**src/rtl/m68k_bus_pkg.sv**
```systemverilog
// Shared types and constants for the 68000 bus responder.
package m68k_bus_pkg;

    typedef enum logic [2:0] {
        IDLE,
        REQ,
        ACK,
        IACK,
        BERR
    } state_t;

    localparam logic [2:0] FC_IACK = 3'b111;
    localparam logic [1:0] DS_NONE = 2'b11;

    typedef struct packed {
        logic        we;
        logic [1:0]  be;
        logic [22:0] addr;
        logic [15:0] wdata;
    } bus_req_t;

    // A cycle only counts once a data strobe is present, so writes wait for DS.
    function automatic logic cycle_start(input logic as_n, input logic [1:0] ds_n);
        return !as_n && (ds_n != DS_NONE);
    endfunction

endpackage

```
**src/rtl/m68k_wait_counter.sv**
```systemverilog
// Saturating up-counter with synchronous clear; shared by the DTACK wait
// count and the device timeout count.
module m68k_wait_counter #(
    parameter int WIDTH = 4
) (
    input  logic             clk,
    input  logic             reset,
    input  logic             clr_i,
    input  logic             en_i,
    output logic [WIDTH-1:0] count_o
);

    logic [WIDTH-1:0] count_q;

    always_ff @(posedge clk) begin
        if (reset || clr_i) begin
            count_q <= '0;
        end else if (en_i && (count_q != {WIDTH{1'b1}})) begin
            count_q <= count_q + 1'b1;
        end
    end

    assign count_o = count_q;

endmodule

```
**src/rtl/m68k_bus_responder.sv**
```systemverilog
// Target-side responder for the fx68k bus: one dev_req per CPU cycle, DTACKn
// after a minimum wait, VPAn for IACK. Define M68K_RESP_TIMEOUT_EN for BERRn on timeout.
//
// state | meaning
// IDLE  | waiting for AS plus a data strobe
// REQ   | device request outstanding or minimum wait not yet met
// ACK   | DTACKn asserted until the CPU releases AS/DS
// IACK  | autovector: VPAn asserted until AS rises
// BERR  | device timeout: BERRn asserted until AS rises
module m68k_bus_responder
    import m68k_bus_pkg::*;
#(
    parameter int WAIT_CYCLES    = 1,
    parameter int TIMEOUT_CYCLES = 255
) (
    input  logic        clk,
    input  logic        reset,
    input  logic        cpu_as_n,
    input  logic [1:0]  cpu_ds_n,
    input  logic        cpu_rw,
    input  logic [2:0]  cpu_fc,
    input  logic [22:0] cpu_addr,
    input  logic [15:0] cpu_dout,
    output logic [15:0] cpu_din,
    output logic        cpu_dtack_n,
    output logic        cpu_vpa_n,
    output logic        cpu_berr_n,
    output logic        dev_req,
    output logic        dev_we,
    output logic [1:0]  dev_be,
    output logic [22:0] dev_addr,
    output logic [15:0] dev_wdata,
    input  logic        dev_ack,
    input  logic [15:0] dev_rdata
);

    localparam logic [3:0] WAIT_CMP = 4'(WAIT_CYCLES);

    if (WAIT_CYCLES < 1 || WAIT_CYCLES > 15) begin : g_bad_wait
        $error("m68k_bus_responder: WAIT_CYCLES must be 1..15");
    end
    if (TIMEOUT_CYCLES < 1 || TIMEOUT_CYCLES > 255) begin : g_bad_timeout
        $error("m68k_bus_responder: TIMEOUT_CYCLES must be 1..255");
    end

    state_t      state_q, state_d;
    bus_req_t    req_q, req_d;
    logic        dev_req_q, dev_req_d;
    logic        done_q, done_d;
    logic [15:0] din_q, din_d;
    logic        dtack_n_q, vpa_n_q;
    logic [3:0]  wait_cnt;
    logic        start, ack_take, timeout;

    assign start    = cycle_start(cpu_as_n, cpu_ds_n);
    assign ack_take = (state_q == REQ) && dev_req_q && dev_ack;

    m68k_wait_counter #(.WIDTH(4)) u_wait_cnt (
        .clk     (clk),
        .reset   (reset),
        .clr_i   (state_q == IDLE),
        .en_i    (state_q == REQ),
        .count_o (wait_cnt)
    );

`ifdef M68K_RESP_TIMEOUT_EN
    localparam logic [7:0] TO_LAST = 8'(TIMEOUT_CYCLES - 1);

    logic [7:0] to_cnt;
    logic       berr_n_q;

    m68k_wait_counter #(.WIDTH(8)) u_timeout_cnt (
        .clk     (clk),
        .reset   (reset),
        .clr_i   (state_q == IDLE),
        .en_i    ((state_q == REQ) && !done_q),
        .count_o (to_cnt)
    );

    // An ack in the expiry cycle wins: ack_take is checked first in REQ.
    assign timeout = (state_q == REQ) && !done_q && (to_cnt == TO_LAST);

    always_ff @(posedge clk) begin
        if (reset) begin
            berr_n_q <= 1'b1;
        end else begin
            berr_n_q <= (state_d != BERR);
        end
    end

    assign cpu_berr_n = berr_n_q;
`else
    assign timeout    = 1'b0;
    assign cpu_berr_n = 1'b1;
`endif

    always_comb begin
        state_d   = state_q;
        req_d     = req_q;
        dev_req_d = dev_req_q;
        done_d    = done_q;
        din_d     = din_q;
        case (state_q)
            IDLE: begin
                if (start) begin
                    if (cpu_fc == FC_IACK) begin
                        state_d = IACK;
                    end else begin
                        state_d   = REQ;
                        req_d     = '{we: ~cpu_rw, be: ~cpu_ds_n, addr: cpu_addr, wdata: cpu_dout};
                        dev_req_d = 1'b1;
                        done_d    = 1'b0;
                    end
                end
            end
            REQ: begin
                if (cpu_as_n) begin
                    state_d   = IDLE;
                    dev_req_d = 1'b0;
                end else if (ack_take) begin
                    dev_req_d = 1'b0;
                    done_d    = 1'b1;
                    if (!req_q.we) begin
                        din_d = dev_rdata;
                    end
                end else if (done_q && (wait_cnt >= WAIT_CMP)) begin
                    state_d = ACK;
                end else if (timeout) begin
                    state_d   = BERR;
                    dev_req_d = 1'b0;
                end
            end
            ACK: begin
                if (cpu_as_n || (cpu_ds_n == DS_NONE)) begin
                    state_d = IDLE;
                end
            end
            IACK, BERR: begin
                if (cpu_as_n) begin
                    state_d = IDLE;
                end
            end
            default: state_d = IDLE;
        endcase
    end

    always_ff @(posedge clk) begin
        if (reset) begin
            state_q   <= IDLE;
            req_q     <= '0;
            dev_req_q <= 1'b0;
            done_q    <= 1'b0;
            din_q     <= '0;
            dtack_n_q <= 1'b1;
            vpa_n_q   <= 1'b1;
        end else begin
            state_q   <= state_d;
            req_q     <= req_d;
            dev_req_q <= dev_req_d;
            done_q    <= done_d;
            din_q     <= din_d;
            dtack_n_q <= (state_d != ACK);
            vpa_n_q   <= (state_d != IACK);
        end
    end

    assign cpu_din     = din_q;
    assign cpu_dtack_n = dtack_n_q;
    assign cpu_vpa_n   = vpa_n_q;
    assign dev_req     = dev_req_q;
    assign dev_we      = req_q.we;
    assign dev_be      = req_q.be;
    assign dev_addr    = req_q.addr;
    assign dev_wdata   = req_q.wdata;

endmodule

```
**config.mk**
```make
export PLATFORM = sky130hd
export DESIGN_NAME = m68k_bus_responder
export DESIGN_NICKNAME = d
export VERILOG_FILES = /design/src/rtl/m68k_bus_pkg.sv /design/src/rtl/m68k_wait_counter.sv /design/src/rtl/m68k_bus_responder.sv
export SDC_FILE = /design/constraint.sdc
export NUM_CORES = 1
export LEC_CHECK = 0
export BUFFER_PORTS_ARGS = -buffer_cell sky130_fd_sc_hd__buf_2
export CAP_MARGIN = 20
export CORE_MARGIN = 2
export CORE_UTILIZATION = 51
export CTS_BUF_LIST = sky130_fd_sc_hd__clkbuf_8
export DETAILED_ROUTE_END_ITERATION = 10
export PLACE_DENSITY = 0.87
export SKIP_CTS_REPAIR_TIMING = 1
export SYNTH_ARGS = -nofsm -noshare
export SYNTH_HDL_FRONTEND = slang
export SYNTH_SLANG_ARGS = --single-unit
```
**constraint.sdc**
```tcl
create_clock -name clk -period 3.05 [get_ports clk]
set_clock_uncertainty 0.1 [all_clocks]
set_input_delay 0.305 -clock clk [delete_from_list [all_inputs] [get_ports clk]]
set_output_delay 0.305 -clock clk [all_outputs]
set_load 0.01 [all_outputs]
```
# Word level (Yosys, flattened, before mapping)
# Cells that the tools add are included.
[totals]
register_bits = 69
input_bits = 65
[op_classes]
addsub = 1
n_lt_le_gt_ge = 1
eq_ne = 15
n_mux = 18
bitwise = 5
n_reduce_logical = 15
[ops]
columns = ["operator", "count"]
rows = [
  ["3-bit two-way mux", 6],
  ["3-bit case mux with 4 select lines", 1],
  ["2-bit != test (second input constant)", 5],
  ["1-bit two-way mux", 8],
  ["4-bit AND reduction", 2],
  ["3-bit by 2-bit == test with 1-bit output (second input constant)", 2],
  ["3-bit == test (second input constant)", 2],
  ["3-bit by 2-bit != test with 1-bit output (second input constant)", 2],
  ["1-bit logical AND", 5],
  ["5-bit AND reduction", 1],
  ["4-bit by 1-bit adder with 4-bit output (second input constant)", 1],
  ["4-bit by 1-bit greater-or-equal comparator with 1-bit output (second input constant)", 1],
  ["4-bit != test (second input constant)", 1],
  ["1-bit NOT", 4],
  ["1-bit case mux with 2 select lines", 2],
  ["3-bit by 1-bit == test with 1-bit output (second input constant)", 1],
  ["3-bit zero test", 1],
  ["3-bit != test (second input constant)", 1],
  ["3-bit AND reduction", 1],
  ["2-bit == test (second input constant)", 1],
  ["1-bit logical OR", 2],
  ["2-bit two-way mux", 1],
  ["2-bit NOT", 1],
  ["2-bit nonzero test", 1],
  ["2 further kinds", 2],
]

# Depth between registers and ports, before layout
# Gate-level depths: netlist of the first run.
[depth]
word_depth = 7
mapped_depth = 6
ltp_nobuf = 6

# Modules after synthesis
# Synthesis of the first run repeated with hierarchy kept, for this count alone.
[unflattened]
cells_unflattened = 300
area_unflattened_um2 = 2597.5
[by_module_without_submodules]
columns = ["mod", "instances", "cells_each", "area_each_um2", "seq_area_each_um2"]
rows = [
  ["m68k_bus_responder", 1, 279, 2387.3, 1301.2],
  ["m68k_wait_counter", 1, 21, 210.2, 80.1],
]

# Least setup slack after synthesis of the first run
# Ideal clock, no wire load.
[synth_timing]
path_kind = "register to register"
from = "register state_q[0]"
to = "register din_q[6], in the netlist cpu_din[6]"
setup_time_ps = 128
arrival_time_ps = 1680
t_required_ps = 2822
path_slack_ps = 1143
path_stages_with_launch = 7
cell_sequence = "dfxtp_1 or3b_1 or4_4 buf_6 buf_8 mux2i_1 nor2_1"
[synth_between]
elab_chain_len = 4
[synth_rtl]
columns = ["item", "line", "source"]
rows = [
  ["from (decl)", "m68k_bus_responder.sv:46", "state_t state_q, state_d;"],
  ["from (signal assigned)", "m68k_bus_responder.sv:157", "state_q <= state_d;"],
  ["3-bit by 1-bit == test with 1-bit output *", "m68k_bus_responder.sv:56, m68k_bus_responder.sv:103", ""],
  ["1-bit logical AND (2 in series)", "m68k_bus_responder.sv:56", "assign ack_take = (state_q == REQ) && dev_req_q && dev_ack;"],
  ["4-bit AND reduction (no source line) *", "-", ""],
  ["to (signal assigned)", "m68k_bus_responder.sv:161", "din_q <= din_d;"],
  ["to (decl)", "m68k_bus_responder.sv:50", "logic [15:0] din_q, din_d;"],
]
# Every way passes the cells marked *; elsewhere a longest branch is shown, timed or not.
# A chain may end at the register's enable or synchronous reset.

# Worst setup path in the final report of the first run
[layout_timing]
from = "register state_q[0]"
to = "register din_q[4], in the netlist cpu_din[4]"
# Same word-level chain as after synthesis.

==> impl_metrics.tcl, run 1 <==
set metrics [dict create \
    ant_nets 0 \
    r2r.worst_path.cells 4 \
    rr_endpoint "cpu_din[4]" \
    die_x_um 74.7 \
    path_buf_inv 0 \
    yosys.area.top_type "dfxtp_1" \
    yosysWarningCount 0 \
    numPortBuffers 125 \
    finalSetupViolCount 0 \
    synth_area_leaders "dfxtp_1 54%, nand2_1 12%, a21oi_1 8.4%, mux2i_1 6.3%, nor2_1 3.8%" \
    layout_setup_ws_ns 1.04 \
    cp-startpoint "state_q[0]" \
    path_delay_family "simple AND/OR/NAND/NOR gates" \
    synth_top_area_share_pct 54.1 \
    r2r_start "state_q[0]" \
    fin_nets 484 \
    status "completed" \
    leakage_nw 1.70 \
    io_pins 127 \
    grt_pass1_vias 2106 \
    clk_pin_slew_ns 0.07 \
    synthArstFlopShare_pct 0 \
    min_path_type "input port to register" \
    ys_types 36 \
    ys.flop_type "dfxtp_1" \
    num_rows 25 \
    wire_per_inst_um 12.5 \
    track_usage_pct 21.7 \
    final_cells 488 \
    hpwlAfterDp_mm 4.32 \
    synthCells 296 \
    grt_max_degree 48 \
    power.share.clock_pct 38.6 \
    final.period_utilization_pct 66.0 \
    numCtsBuffers 9 \
    tightest_slew_ns 0.756 \
    fillers 388 \
    drcViolationCount 0 \
    fp.dieH_um 74.7 \
    critPathMaxFanout 16 \
    slew_headroom_pct 49.6 \
    placed_cells 472 \
    r2r_slack_ns 1.04 \
    start_util_pct 53.3 \
    cts_root_buf "clkbuf_8" \
    vdd_drop_max_mv 0.369 \
    ys_seq_area_share_pct 54.1 \
    antenna_cells 0 \
    crit_chain "or3b_1 -> or4_4 -> mux2i_1 -> nor2_1" \
    grt_pass1_wl_mm 9.14 \
    slowest_stage "or4_4" \
    p_sw_uw 499 \
    seqPwrFrac_pct 50.3 \
    total_power_mw 1.91 \
    internal_power_mw 1.41 \
    synth_area_um2 2550 \
    clk_latency_ns 0.35 \
    powerDensity_nw_per_um2 562 \
    wirelength_mm 6.11 \
    path_class "register to register" \
    clock_path_buffers 2 \
    place_congestion 0.788 \
    synth_fp_nets 364 \
    synth.avg_cell_area_um2 8.62 \
    swShare_pct 26.2 \
    arrival_ns 2.12 \
    dp_slack_ns 1.00 \
    clock.fmax_ghz 0.497 \
    critPathCapture "cpu_din[4]" \
    drv_cap 0 \
    combinationalPowerShare_pct 11.1 \
    critical_path_required_ns 3.16 \
    dr.pass1.iters 4 \
    critPathMaxStageDelay_ns 0.66 \
    vias_per_cell 4.99 \
    drt_iter0_markers 91 \
    antenna_found_initial 0 \
    fin_crit_ns 2.01 \
    drive_above_1_share_pct 34.4 \
    ys_ff_latch 69 \
    via_count 2437 \
    hold_violations 0 \
    cts_tree "done" \
    start_kind "register" \
    cts_sinks 69 \
    rsz0062_at_grt "false" \
    areaGrowthSynthToFinish_pct 32.8 \
    cp-end-kind "register" \
    final_common_cell "buf_2" \
    htreeDepth 3 \
    cp.depth 4 \
    synth-edff-count 0 \
    final_cell_mix "125 x buf_2, 82 x nand2_1, 69 x dfxtp_1" \
    core_um2 4790 \
    slew_violations 0 \
    tns_ns 0 \
    design.die.area_um2 5590 \
    overflow 0 \
]
layer usage:
| layer | share of wire [%] | routed length, um | global-route usage (%) | vias up |
|---|---|---|---|---|
| li1 | - | - | - | 1220 |
| met1 | 38 | 2350 | 22.1 | 1117 |
| met2 | 52 | 3190 | 38.7 | 88 |
| met3 | 7.3 | 448 | 8.57 | 12 |
| met4 | 2.0 | 124 | 10.3 | 0 |
| met5 | 0 | 0 | 0 | - |
synth_stat cells, drive strengths merged, types with 2 or more instances:
master / n
nand3: 6
o211ai: 2
buf: 6
dfxtp: 69
nand2: 82
or3b: 2
inv: 2
ha: 3
a211oi: 3
nor2: 26
mux2i: 16
a31oi: 3
clkbuf: 13
nor3: 2
a21oi: 43
area by class of cell:
type	count	area [um2]	area share, %
inverter	2	7.51	0.221
clock inverter	7	76.3	2.25
timing repair buffer	128	648	19.1
sequential	69	1380	40.7
clock buffer	9	124	3.65
tap	67	83.8	2.47
multi-input combinational	206	1070	31.5
how the worst min path moves through the flow:
stage / from / to / depth (start not counted)
2_1_floorplan: cpu_as_n / state_q[2] / 1
3_3_place_gp: dev_wdata[8] / dev_wdata[8] / 2
3_5_place_dp: dev_addr[12] / dev_addr[12] / 2
4_1_cts: cpu_rw / dev_we / 2
5_1_grt: cpu_ds_n[0] / dev_be[0] / 2
6_report: cpu_rw / dev_we / 2
registers in the layout, summed over array words and instances (netlist names):
name / count
done_q: 1
dev_wdata: 16
state_q: 3
dev_we: 1
u_wait_cnt.count_o: 4
dev_req: 1
dev_addr: 23
cpu_din: 16
dev_be: 2
cpu_vpa_n: 1
cpu_dtack_n: 1
stage by stage:
stage,utilization (%),hold WS (ns),area (um2)
after floorplan,-,0.282,2550
after global placement,66.7,0.339,3190
after detailed placement,66.7,0.344,3190
after CTS,70.8,0.0128,3390
after global routing,70.8,0.0316,3390
final,70.8,0.0311,3390
cells by family (layout without fill, tap and decap cells):
kind of cell	Yosys count	count (layout)	synth area share (%)
other	1	1	0.147
XOR/XNOR	2	2	0.686
AND/OR/NAND/NOR	130	130	21.9
buffers and inverters	21	146	3.97
AO/OA/AOI/OAI	54	54	11.4
adder cells (fa/ha/maj)	3	3	1.47
multiplexers	16	16	6.27
flip-flops	69	69	54.1
power by group through the flow:
stage               combinational, mW  clock, mW  sequential, mW
finish                          0.211      0.737           0.959
global route                    0.237      0.791           0.962
CTS                             0.213      0.754           0.959
detailed placement              0.212          0           0.979
global placement                0.207          0           0.977
floorplan                      0.0969          0           0.997
Note: power is estimated with default switching activity, not from simulation.
==> run 2: changes to the inputs <==
ABC_AREA = 1   (was unset)
CORE_UTILIZATION = 48   (was 51)
PLACE_DENSITY = 0.8   (was 0.87)
clock period = 2 ns   (was 3.05 ns; I/O delays follow)
==> impl_metrics.tcl, run 2 <==
set metrics [dict create \
    ff_latch_area_um2 1380 \
    critPathMaxStageDelay_ns 0.52 \
    ys_ff_latch 69 \
    yosys.area.top_type "dfxtp_1" \
    ys_seq_area_share_pct 49.2 \
    drt_iter0_markers 139 \
    finalSetupViolCount 0 \
    synthArstFlopShare_pct 0 \
    overflow 0 \
    areaGrowthSynthToFinish_pct 35.9 \
    cts_sinks 69 \
    grt_pass1_wl_mm 11.4 \
    r2r_slack_ns 0.39 \
    tns_ns 0 \
    violations "negative hold slack" \
    critical_path_required_ns 2.16 \
    core_um2 5570 \
    final.period_utilization_pct 88.5 \
    largest_register_ffs 23 \
    cts_root_buf "clkbuf_8" \
    vdd_drop_max_mv 0.520 \
    slew_violations 0 \
    fillers 467 \
    path_class "input port to register" \
    hold-worst-slack_ns -0.0176 \
    ys.flop_type "dfxtp_1" \
    final_cell_mix "125 x buf_2, 90 x nor2_1, 69 x dfxtp_1" \
    synthCells 353 \
    slew_headroom_pct 55.6 \
    drv_cap 0 \
    powerDensity_nw_per_um2 815 \
    design.die.area_um2 6470 \
    clk_pin_slew_ns 0.08 \
    start_util_pct 50.3 \
    wire_per_inst_um 12.8 \
    slowest_stage "dlygate4sd3_1" \
    synth_top_area_share_pct 49.2 \
    ys_types 28 \
    yosysWarningCount 0 \
    min_path_type "input port to register" \
    antenna_found_initial 0 \
    dr.pass1.iters 4 \
    vias_per_cell 4.94 \
    io_pins 127 \
    drive_above_1_share_pct 37.0 \
    multi_input_area_um2 1230 \
    start_kind "input port" \
    wirelength_mm 7.31 \
    crit_chain "dlygate4sd3_1 -> buf_2 -> nand2_1 -> nand2_2 -> inv_2 -> nand2_2 -> nor2_4 -> inv_2 -> nor2_1 -> nor2_1" \
    clk_latency_ns 0.33 \
    fin_nets 560 \
    hpwlAfterDp_mm 4.88 \
    place_congestion 0.789 \
    cp-end-kind "register" \
    fp.dieH_um 80.4 \
    fin_crit_ns 1.77 \
    hold_violations 16 \
    leakage_nw 1.84 \
    rsz0062_at_grt "false" \
    post-route-util_pct 68.4 \
    cts_tree "done" \
    numPortBuffers 125 \
    final_common_cell "buf_2" \
    critPathMaxFanout 40 \
    status "complete, but fails checks" \
    antenna_cells 0 \
    total_power_mw 3.11 \
    synth_area_um2 2810 \
    synth_fp_nets 421 \
    drcViolationCount 0 \
    tightest_slew_ns 0.666 \
    path_delay_family "buffers and inverters" \
    arrival_ns 1.93 \
    via_count 2811 \
    clock_path_buffers 2 \
    path_buf_inv 4 \
    grt_pass1_vias 2531 \
    synth-edff-count 0 \
    ant_nets 0 \
    synthTopCellsByCount "90 x nor2_1, 69 x dfxtp_1, 41 x nand2_1" \
    synth_most_common_cell "nor2_1" \
    track_usage_pct 22.7 \
    die_x_um 80.4 \
    synth.avg_cell_area_um2 7.95 \
    numCtsBuffers 9 \
    clock.fmax_ghz 0.565 \
    grt_max_degree 41 \
    synth_area_leaders "dfxtp_1 49%, nor2_1 12%, nand2_1 5.5%, o21ai_0 4.3%, o21ai_1 3.7%" \
    htreeDepth 3 \
    num_rows 27 \
]
==> run 2: cell count changes after synthesis, sizes merged, moves of 7 or more <==
| cell | before | now |
|---|---|---|
| inv | 2 | 16 |
| a21oi | 43 | 25 |
| buf | 6 | 14 |
| clkbuf | 13 | 6 |
| nand2 | 82 | 46 |
| o21ai | 1 | 45 |
| mux2i | 16 | 0 |
| nor2 | 26 | 94 |
| nand3 | 6 | 25 |
==> run 2: per-stage QoR <==
| step | instances | hold WS (ns) | cell area [um2] | setup slack, ns |
|---|---|---|---|---|
| final | 569 | -0.0176 | 3810 | 0.231 |
| after global routing | 569 | 0.00137 | 3810 | 0.110 |
| after CTS | 553 | -0.0758 | 3650 | 0.404 |
| after detailed placement | 537 | 0.280 | 3440 | 0.436 |
| after global placement | 537 | 0.276 | 3440 | 0.475 |
| after floorplan | 353 | 0.179 | 2810 | 0.671 |
==> run 2: final timing paths <==
kind              depth (start not counted)      endpoint        start
setup / recovery                         10  dev_addr[20]  cpu_ds_n[0]
hold / removal                            3  dev_wdata[4]  cpu_dout[4]
setup reg to reg                          6  dev_addr[20]   state_q[1]
hold reg to reg                           2        done_q       done_q
==> run 2: final cells by class <==
cell class,instances,area share [%]
Sequential cell,69,36.2
Multi-Input combinational cell,248,32.3
Timing Repair Buffer,148,22.0
Inverter,16,1.58
Tap cell,72,2.36
Clock inverter,5,1.54
Clock buffer,11,3.97
==> run 2: metal layers <==
metal / track usage [%] / vias to the layer above / routed length [um]
li1: - / 1422 / -
met3: 8.65 / 11 / 660
met4: 7.29 / 0 / 96
met2: 36.8 / 120 / 3300
met1: 27.9 / 1258 / 3250
met5: 0 / - / 0
==> run 2: cells by family after synthesis <==
logic type | Yosys count | share of synthesized area (%)
other | 1 | 0.134
buffers and inverters | 36 | 6.87
adder cells (fa/ha/maj) | 3 | 1.34
AO/OA/AOI/OAI | 72 | 14.2
XOR/XNOR | 1 | 0.312
flip-flops | 69 | 49.2
AND/OR/NAND/NOR | 171 | 27.9
==> run 2: power by group <==
part / switching (mW) / total (mW) / leakage (nW) / internal [mW]
Clock: 0.526 / 1.17 / 0.102 / 0.644
Sequential: 0.0450 / 1.50 / 0.565 / 1.45
Combinational: 0.252 / 0.436 / 1.18 / 0.184
==> run 2: worst reg2reg max path, stage by stage, from the launching register on <==
cell and delay [ns]:
dfxtp_1 0.49, inv_2 0.06, nand3_2 0.11, nor2_4 0.06, inv_2 0.48, nor2_1 0.10, nor2_1 0.15
